===== src/rtl/txrx_pkg.sv =====
// Shared serial-link definitions: packet/frame sizes, FSM encoding, bit order and parity.
`default_nettype none

package txrx_pkg;

    localparam int PKT_W      = 55;
    localparam int FRAME_BITS = 58;   // start + PKT_W data + parity + stop

    localparam logic [2:0] ST_IDLE   = 3'd0;
    localparam logic [2:0] ST_START  = 3'd1;
    localparam logic [2:0] ST_DATA   = 3'd2;
    localparam logic [2:0] ST_PARITY = 3'd3;
    localparam logic [2:0] ST_STOP   = 3'd4;
    localparam logic [2:0] ST_GAP    = 3'd5;

    // Both ends agree: even parity bit is the XOR of every payload bit.
    function automatic logic frame_parity(input logic [PKT_W-1:0] d);
        return ^d;
    endfunction

    // Payload goes out LSB first, so the shifter moves toward bit 0.
    function automatic logic [PKT_W-1:0] shift_out(input logic [PKT_W-1:0] d);
        return {1'b0, d[PKT_W-1:1]};
    endfunction

endpackage

`default_nettype wire


===== src/rtl/transmitter_bit_timer.sv =====
// Bit-time down-counter: one-cycle bit_tick every CLKS_PER_BIT cycles while enabled.
`default_nettype none

module bit_timer #(
    parameter int CLKS_PER_BIT = 1
) (
    input  logic Clk_S,
    input  logic Rst_n,
    input  logic start,
    input  logic en,
    output logic bit_tick
);

    localparam logic [3:0] RELOAD = 4'(CLKS_PER_BIT - 1);

    logic [3:0] cnt;

    always_ff @(posedge Clk_S or negedge Rst_n) begin
        if (!Rst_n) begin
            cnt <= 4'd0;
        end else if (start) begin
            cnt <= RELOAD;
        end else if (en) begin
            if (cnt == 4'd0) cnt <= RELOAD;
            else             cnt <= cnt - 4'd1;
        end
    end

    assign bit_tick = en && (cnt == 4'd0);

endmodule

`default_nettype wire


===== src/rtl/transmitter.sv =====
// Framed serial transmitter: start, 55 data bits LSB first, even parity, stop, idle gap.
`default_nettype none

module transmitter
    import txrx_pkg::*;
#(
    parameter int CLKS_PER_BIT = 1,
    parameter int GAP_BITS     = 2
) (
    input  logic             Clk_S,
    input  logic             Rst_n,
    input  logic             TX_Data_Valid,
    input  logic [PKT_W-1:0] TX_Data,
    output logic             TX_Ready,
    output logic             TX_Busy,
    output logic             S_data
);

    localparam logic [5:0] LAST_IDX = 6'(PKT_W - 1);
    localparam logic [3:0] GAP_LAST = 4'(GAP_BITS - 1);

    logic [2:0]       state;
    logic [PKT_W-1:0] shreg;
    logic             parity;
    logic [5:0]       idx;
    logic [3:0]       gap_cnt;
    logic             ready_q;
    logic             s_data_q;
    logic             accept;
    logic             bit_tick;

    assign accept = TX_Data_Valid && ready_q;

    bit_timer #(
        .CLKS_PER_BIT (CLKS_PER_BIT)
    ) u_bit_timer (
        .Clk_S    (Clk_S),
        .Rst_n    (Rst_n),
        .start    (accept),
        .en       (state != ST_IDLE),
        .bit_tick (bit_tick)
    );

    always_ff @(posedge Clk_S or negedge Rst_n) begin
        if (!Rst_n) begin
            state    <= ST_IDLE;
            shreg    <= '0;
            parity   <= 1'b0;
            idx      <= 6'd0;
            gap_cnt  <= 4'd0;
            ready_q  <= 1'b1;
            s_data_q <= 1'b1;
        end else begin
            case (state)
                ST_IDLE: begin
                    if (accept) begin
                        state    <= ST_START;
                        shreg    <= TX_Data;
                        parity   <= frame_parity(TX_Data);
                        ready_q  <= 1'b0;
                        s_data_q <= 1'b0;
                    end else begin
                        ready_q  <= 1'b1;
                        s_data_q <= 1'b1;
                    end
                end
                ST_START: if (bit_tick) begin
                    state    <= ST_DATA;
                    idx      <= 6'd0;
                    s_data_q <= shreg[0];
                    shreg    <= shift_out(shreg);
                end
                ST_DATA: if (bit_tick) begin
                    if (idx == LAST_IDX) begin
                        state    <= ST_PARITY;
                        s_data_q <= parity;
                    end else begin
                        idx      <= idx + 6'd1;
                        s_data_q <= shreg[0];
                        shreg    <= shift_out(shreg);
                    end
                end
                ST_PARITY: if (bit_tick) begin
                    state    <= ST_STOP;
                    s_data_q <= 1'b1;
                end
                ST_STOP: if (bit_tick) begin
                    s_data_q <= 1'b1;
                    gap_cnt  <= 4'd0;
                    if (GAP_BITS == 0) begin
                        state   <= ST_IDLE;
                        ready_q <= 1'b1;
                    end else begin
                        state <= ST_GAP;
                    end
                end
                ST_GAP: if (bit_tick) begin
                    s_data_q <= 1'b1;
                    if (gap_cnt == GAP_LAST) begin
                        state   <= ST_IDLE;
                        ready_q <= 1'b1;
                    end else begin
                        gap_cnt <= gap_cnt + 4'd1;
                    end
                end
                default: begin
                    state    <= ST_IDLE;
                    ready_q  <= 1'b1;
                    s_data_q <= 1'b1;
                end
            endcase
        end
    end

    assign TX_Ready = ready_q;
    assign TX_Busy  = ~ready_q;
    assign S_data   = s_data_q;

endmodule

`default_nettype wire

===== config.mk =====
export PLATFORM = sky130hd
export DESIGN_NAME = transmitter
export DESIGN_NICKNAME = d
export VERILOG_FILES = /design/src/rtl/txrx_pkg.sv /design/src/rtl/transmitter_bit_timer.sv /design/src/rtl/transmitter.sv
export SDC_FILE = /design/constraint.sdc
export NUM_CORES = 1
export LEC_CHECK = 0
export ABC_AREA = 1
export ABC_CLOCK_PERIOD_IN_PS = 4200
export BUFFER_PORTS_ARGS = -buffer_cell sky130_fd_sc_hd__buf_2
export CAP_MARGIN = 20
export CORE_MARGIN = 4
export CORE_UTILIZATION = 63
export CTS_CLUSTER_SIZE = 28
export DETAILED_ROUTE_END_ITERATION = 16
export PLACE_DENSITY_LB_ADDON = 0.12
export SYNTH_ARGS = -nofsm -noshare
export SYNTH_HDL_FRONTEND = slang
export SYNTH_HIERARCHICAL = 1
export SYNTH_SLANG_ARGS = --single-unit

===== constraint.sdc =====
create_clock -name Clk_S -period 4.2 [get_ports Clk_S]
set_input_delay 0.42 -clock Clk_S [delete_from_list [all_inputs] [get_ports Clk_S]]
set_output_delay 0.42 -clock Clk_S [all_outputs]
set_load 0.02 [all_outputs]

Word level (Yosys, flattened, before mapping) --
Index checks and enable logic that the tools add are counted.
Word-level totals: flip-flop bits (word level) 75, input port bits 58, RAM bits 0, bits in latches 0, memories kept 0, output and inout bits 3, bits in read-only memories 0
Operators by class: reduce and logical (&&, ||, !) cells 19, order comparisons 0, shift-type cells 0, multiply operators 0, add/subtract/negate cells 3, eq/ne operators 18, div/mod/pow operators 0, multiplexer cells 34, bitwise logic cells 2
Operators with widths (count):
- 55-bit two-way mux | 4
- 55-bit one-hot mux with 3 select lines | 1
- 55-bit parity | 1
- 3-bit two-way mux | 8
- 4-bit two-way mux | 6
- 2-bit != test, second input constant | 10
- 6-bit two-way mux | 3
- 3-bit one-hot mux with 6 select lines | 1
- 6-bit one-hot mux with 2 select lines | 1
- 4-bit one-hot mux with 2 select lines | 1
- 4-bit AND reduction | 2
- 8-bit AND reduction | 1
- 1-bit two-way mux | 7
- 6-bit by 1-bit adder with 6-bit output, second input constant | 1
- 3-bit by 2-bit equality test with 1-bit output, second input constant | 2
- 3-bit equality test, second input constant | 2
- 6-bit equality test, second input constant | 1
- 3-bit AND reduction | 2
- 2-bit nonzero test | 3
- 3-bit nonzero test | 2
- 5-bit AND reduction | 1
- 4-bit by 1-bit adder with 4-bit output, second input constant | 1
- 4-bit by 1-bit equality test with 1-bit output, second input constant | 1
- 4-bit logical NOT | 1
- other kinds (11) | 13

Longest topological paths before layout --
depth in word-level cells 4, gate-level depth with buffers 17

Hierarchy --
Netlist, hierarchy kept.
By module, submodules not included:
- transmitter | cells each 665, instances 1, area each 4526.8 um^2, sequential area each 1779.2 um^2
- bit_timer | cells each 37, instances 1, area each 254.0 um^2, sequential area each 100.1 um^2

Least setup slack after synthesis --
No wires, ideal clock.
path type flip-flop to flip-flop, start point register u_bit_timer.cnt[0], end point register shreg[10], arrival time 1777 ps, buffers on the path 2, path slack 2341 ps, setup time 82 ps, stages on the path, launching flop included 12, cell sequence dfrtp_1 inv_1 ha_1 nand2_1 nor2_1 inv_1 a21oi_1 o21a_1 buf_6 buf_4 nor2_1 a31oi_1
On the way: word-level cells in the longest chain between the ends 4, elaborated cells between the ends (all ways) 5, those cells by class eq/ne: 2; reduce/logical: 3
RTL lines:
- start, declared | RTL line transmitter_bit_timer.sv:16 | logic [3:0] cnt;
- start signal, assigned | RTL line transmitter_bit_timer.sv:25 | else cnt <= cnt - 4'd1;
- 4-bit logical NOT * | RTL line transmitter_bit_timer.sv:29 | assign bit_tick = en && (cnt == 4'd0);
- 1-bit logical AND * | RTL line transmitter_bit_timer.sv:29
- via bit_tick | RTL line transmitter.sv:30 | logic bit_tick;
- 2-bit != test (no line)
- 5-bit AND reduction (no line) *
- end signal, assigned | RTL line transmitter.sv:58 | shreg <= TX_Data;
- end signal, assigned | RTL line transmitter.sv:71 | shreg <= shift_out(shreg);
- end signal, assigned | RTL line transmitter.sv:80 | shreg <= shift_out(shreg);
- end, declared | RTL line transmitter.sv:23 | logic [PKT_W-1:0] shreg;
The timed path passes the listed nets; every way through them passes the cells marked *. A chain may end at the register's enable or synchronous reset.

Final worst setup path --
start point register state[1], end point register shreg[46]
On the way: word-level cells in the longest chain between the ends 4, elaborated cells between the ends (all ways) 12, those cells by class eq/ne: 6; mux: 1; reduce/logical: 5
RTL lines:
- start, declared | RTL line transmitter.sv:22 | logic [2:0] state;
- start signal, assigned | RTL line transmitter.sv:46 | state <= ST_IDLE;
- start signal, assigned | RTL line transmitter.sv:57 | state <= ST_START;
- start signal, assigned | RTL line transmitter.sv:68 | state <= ST_DATA;
- 3-bit nonzero test | RTL line transmitter.sv:40 | .en (state != ST_IDLE),
- 1-bit logical AND | RTL line transmitter_bit_timer.sv:29
- 2-bit != test (no line)
- 5-bit AND reduction (no line)
Parallel ways exist; a longest one is shown, timed or not.

==> results.json <==
{
  "rr_worst_depth": 9,
  "dieWidth_um": 95.1,
  "postSynthAreaPerCell_um2": 6.81,
  "yosysWarnings": 6,
  "fp-row-count": 31,
  "layoutNonFillerInstCount": 856,
  "timing.fmax_mhz": 361,
  "gr-total-overflow": 0,
  "critPathLaunch": "state[1]",
  "seq_area_frac_synth_pct": 39.3,
  "r2r_start": "state[1]",
  "slowest_stage": "o21a_4",
  "worst_clock_skew_ns": 0.00983,
  "status": "complete, no violations",
  "grt_pass1_wl_um": 17000,
  "finalCritPeriodShare_pct": 66.0,
  "placed_area_um2": 5100,
  "rr_endpoint": "shreg[46]",
  "insertion_delay_ns": 0.35,
  "syn2layout_area_growth_pct": 10.3,
  "drtIter0Drc": 207,
  "cp_num_cells": 9,
  "slowest_delay_ns": 0.87,
  "end_kind": "flop",
  "place_hpwl_um": 7320,
  "r2r_setup_slack_ns": 1.43,
  "grt_pass1_vias": 4123,
  "dp_slack_ns": 1.44,
  "io_pins": 61,
  "core_area_um2": 7330,
  "timing.critical_path.to": "shreg[46]",
  "final_nets": 816,
  "wl_per_cell_um": 11.6,
  "setup_slack_ns": 1.43,
  "grt_util_all_layers_pct": 23.1,
  "power.leakage_nw": 2.77,
  "power_density_nw_per_um2": 705,
  "cts_resized": 0,
  "postRouteAntennaNets": 0,
  "crit_fanout": 110,
  "fillers": 620,
  "ir_drop_uv": 494,
  "dieArea_um2": 9050,
  "cts_hold_buffers": 0,
  "layout_commonest_cell": "nand2_1",
  "gp_congestion": 0.861,
  "cp_cell_sequence": "inv_2 -> nor2_2 -> nand2_1 -> nand2_2 -> inv_2 -> buf_4 -> o21a_4 -> nor2_1 -> a31oi_1",
  "synth_nets": 766,
  "ys_ff_latch": 75,
  "dieHeight_um": 95.1,
  "clkTransAtPathRegs_ns": 0.07,
  "vias": 4486,
  "initial_core_util_pct": 65.2,
  "cts_tree": "yes",
  "drt_wl_total_um": 9920,
  "cts_sinks": 75,
  "final_cell_mix": "nand2_1 (314), nor2_1 (76), dfrtp_1 (73)",
  "rsz0062_at_grt": "false",
  "cts_setup_buffers": 0,
  "fin_area_um2": 5280,
  "fin_crit_ns": 2.77,
  "placed_cells": 840,
  "cts_max_level": 3,
  "cts-root-buf": "clkbuf_8",
  "netlist_area_um2": 4780,
  "cp.required_ns": 4.46,
  "slew_violations": 0,
  "place.port_buffers": 60,
  "syn_inst": 702,
  "numCtsBuffers": 9,
  "final.setup.tns_ns": 0,
  "diodes": 0,
  "min-delay-path-class": "in -> async",
  "ys_types": 34,
  "drive_above_1_share_pct": 12.7,
  "cpLargestDelayFamily": "compound AO/OA/AOI/OAI gates",
  "grt_max_degree": 111,
  "cp_common_cell": "inv_2",
  "cp-start-kind": "flop",
  "hold_viol": 0,
  "worst-setup-path-type": "reg -> reg",
  "clk_path_buf_depth": 2,
  "maxCapViolations": 0,
  "drtPass1Iterations": 5,
  "crit_buf_inv": 3,
  "setup_viol": 0,
  "drc": 0,
  "worst_pin_slew_ns": 1.02,
  "timing.critical_path.arrival_ns": 3.03,
  "viasPerCell": 5.24,
  "antenna_found_initial": 0,
  "relSlewSlack_pct": 32.3
}
## cell usage after synthesis
cell type | number | area share, %
a21oi_1 | 9 | 0.94
nand2_2 | 1 | 0.13
nand2_1 | 314 | 25
a41oi_1 | 1 | 0.18
o21ai_0 | 7 | 0.73
dfrtp_1 | 73 | 38
o21ai_1 | 1 | 0.10
a31oi_1 | 55 | 7.2
nor2_2 | 2 | 0.26
inv_1 | 51 | 4.0
nand4_1 | 1 | 0.13
o22ai_1 | 3 | 0.39
buf_2 | 7 | 0.73
or2_2 | 2 | 0.26
nor3_1 | 2 | 0.21
buf_4 | 5 | 0.79
inv_2 | 7 | 0.55
nor3_2 | 2 | 0.42
a21oi_2 | 1 | 0.18
nand3_2 | 1 | 0.21
and3_1 | 1 | 0.13
nor3b_1 | 1 | 0.16
nand3_1 | 16 | 1.7
xnor2_1 | 20 | 3.7
xor2_1 | 18 | 3.3
or4_1 | 1 | 0.16
o21a_1 | 1 | 0.16
dfstp_2 | 2 | 1.1
o31ai_1 | 2 | 0.31
clkbuf_1 | 10 | 0.79
nor4_2 | 1 | 0.26
ha_1 | 6 | 1.6
buf_6 | 2 | 0.47
nor2_1 | 76 | 6.0
## stage by stage
stage / power (mW) / utilization [%] / hold slack, ns
after floorplan: 2.91 / - / 0.124
after global placement: 3.12 / 69.6 / 0.465
after detailed placement: 3.24 / 69.6 / 0.465
after CTS: 3.74 / 72.0 / 0.259
after global routing: 4.09 / 72.0 / 0.312
final: 3.72 / 72.0 / 0.233
## worst reg2reg max path, cell delays in order, from the launching register on
cell and delay (ns):
dfrtp_1 0.45, inv_2 0.11, nor2_2 0.04, nand2_1 0.13, nand2_2 0.08, inv_2 0.28
buf_4 0.41, o21a_4 0.89, nor2_1 0.11, a31oi_1 0.19
## registers in the layout, indices dropped and copies added (netlist names)
signal	count
u_bit_timer/cnt	4
gap_cnt	4
TX_Ready	1
S_data	1
idx	6
state	3
parity	1
shreg	55
## per-layer routing
metal	global-route usage, %	part of all wire [%]
met1	28.4	45
met2	41.6	50
met3	3.08	3.7
met4	7.57	1.4
met5	0	0
## logic make-up after synthesis
kind of cell / synth area share (%)
and+or+nand+nor: 34.6
DFF: 39.3
adders and majority gates: 1.57
buffers and inverters: 7.33
AOI/OAI and AO/OA: 10.2
xor gates and xnor gates: 6.96
## cell type report
| type | count | area, um2 | area share [%] |
|---|---|---|---|
| Sequential cell | 75 | 1880 | 35.6 |
| Inverter | 58 | 218 | 4.13 |
| Clock inverter | 2 | 10.0 | 0.190 |
| Timing Repair Buffer | 63 | 323 | 6.12 |
| Tap cell | 99 | 124 | 2.35 |
| Clock buffer | 14 | 163 | 3.08 |
| Multi-Input combinational cell | 545 | 2560 | 48.5 |
## worst min path at each step
stage	endpoint	slack, ns	startpoint	cells past startpoint
4_1_cts	shreg[39]	0.26	Rst_n	1
6_report	shreg[39]	0.23	Rst_n	1
2_1_floorplan	gap_cnt[0]	0.12	Rst_n	0
3_3_place_gp	u_bit_timer/cnt[0]	0.47	u_bit_timer/cnt[0]	2
3_5_place_dp	u_bit_timer/cnt[0]	0.46	u_bit_timer/cnt[0]	2
5_1_grt	shreg[39]	0.31	Rst_n	1
## power breakdown
part           switching (mW)  internal (mW)  total [mW]
Clock                   0.255          0.246       0.501
Sequential              0.201           1.09        1.29
Combinational            1.27          0.655        1.93
Total                    1.73           1.99        3.72
Power figures use the tool's default switching activity.
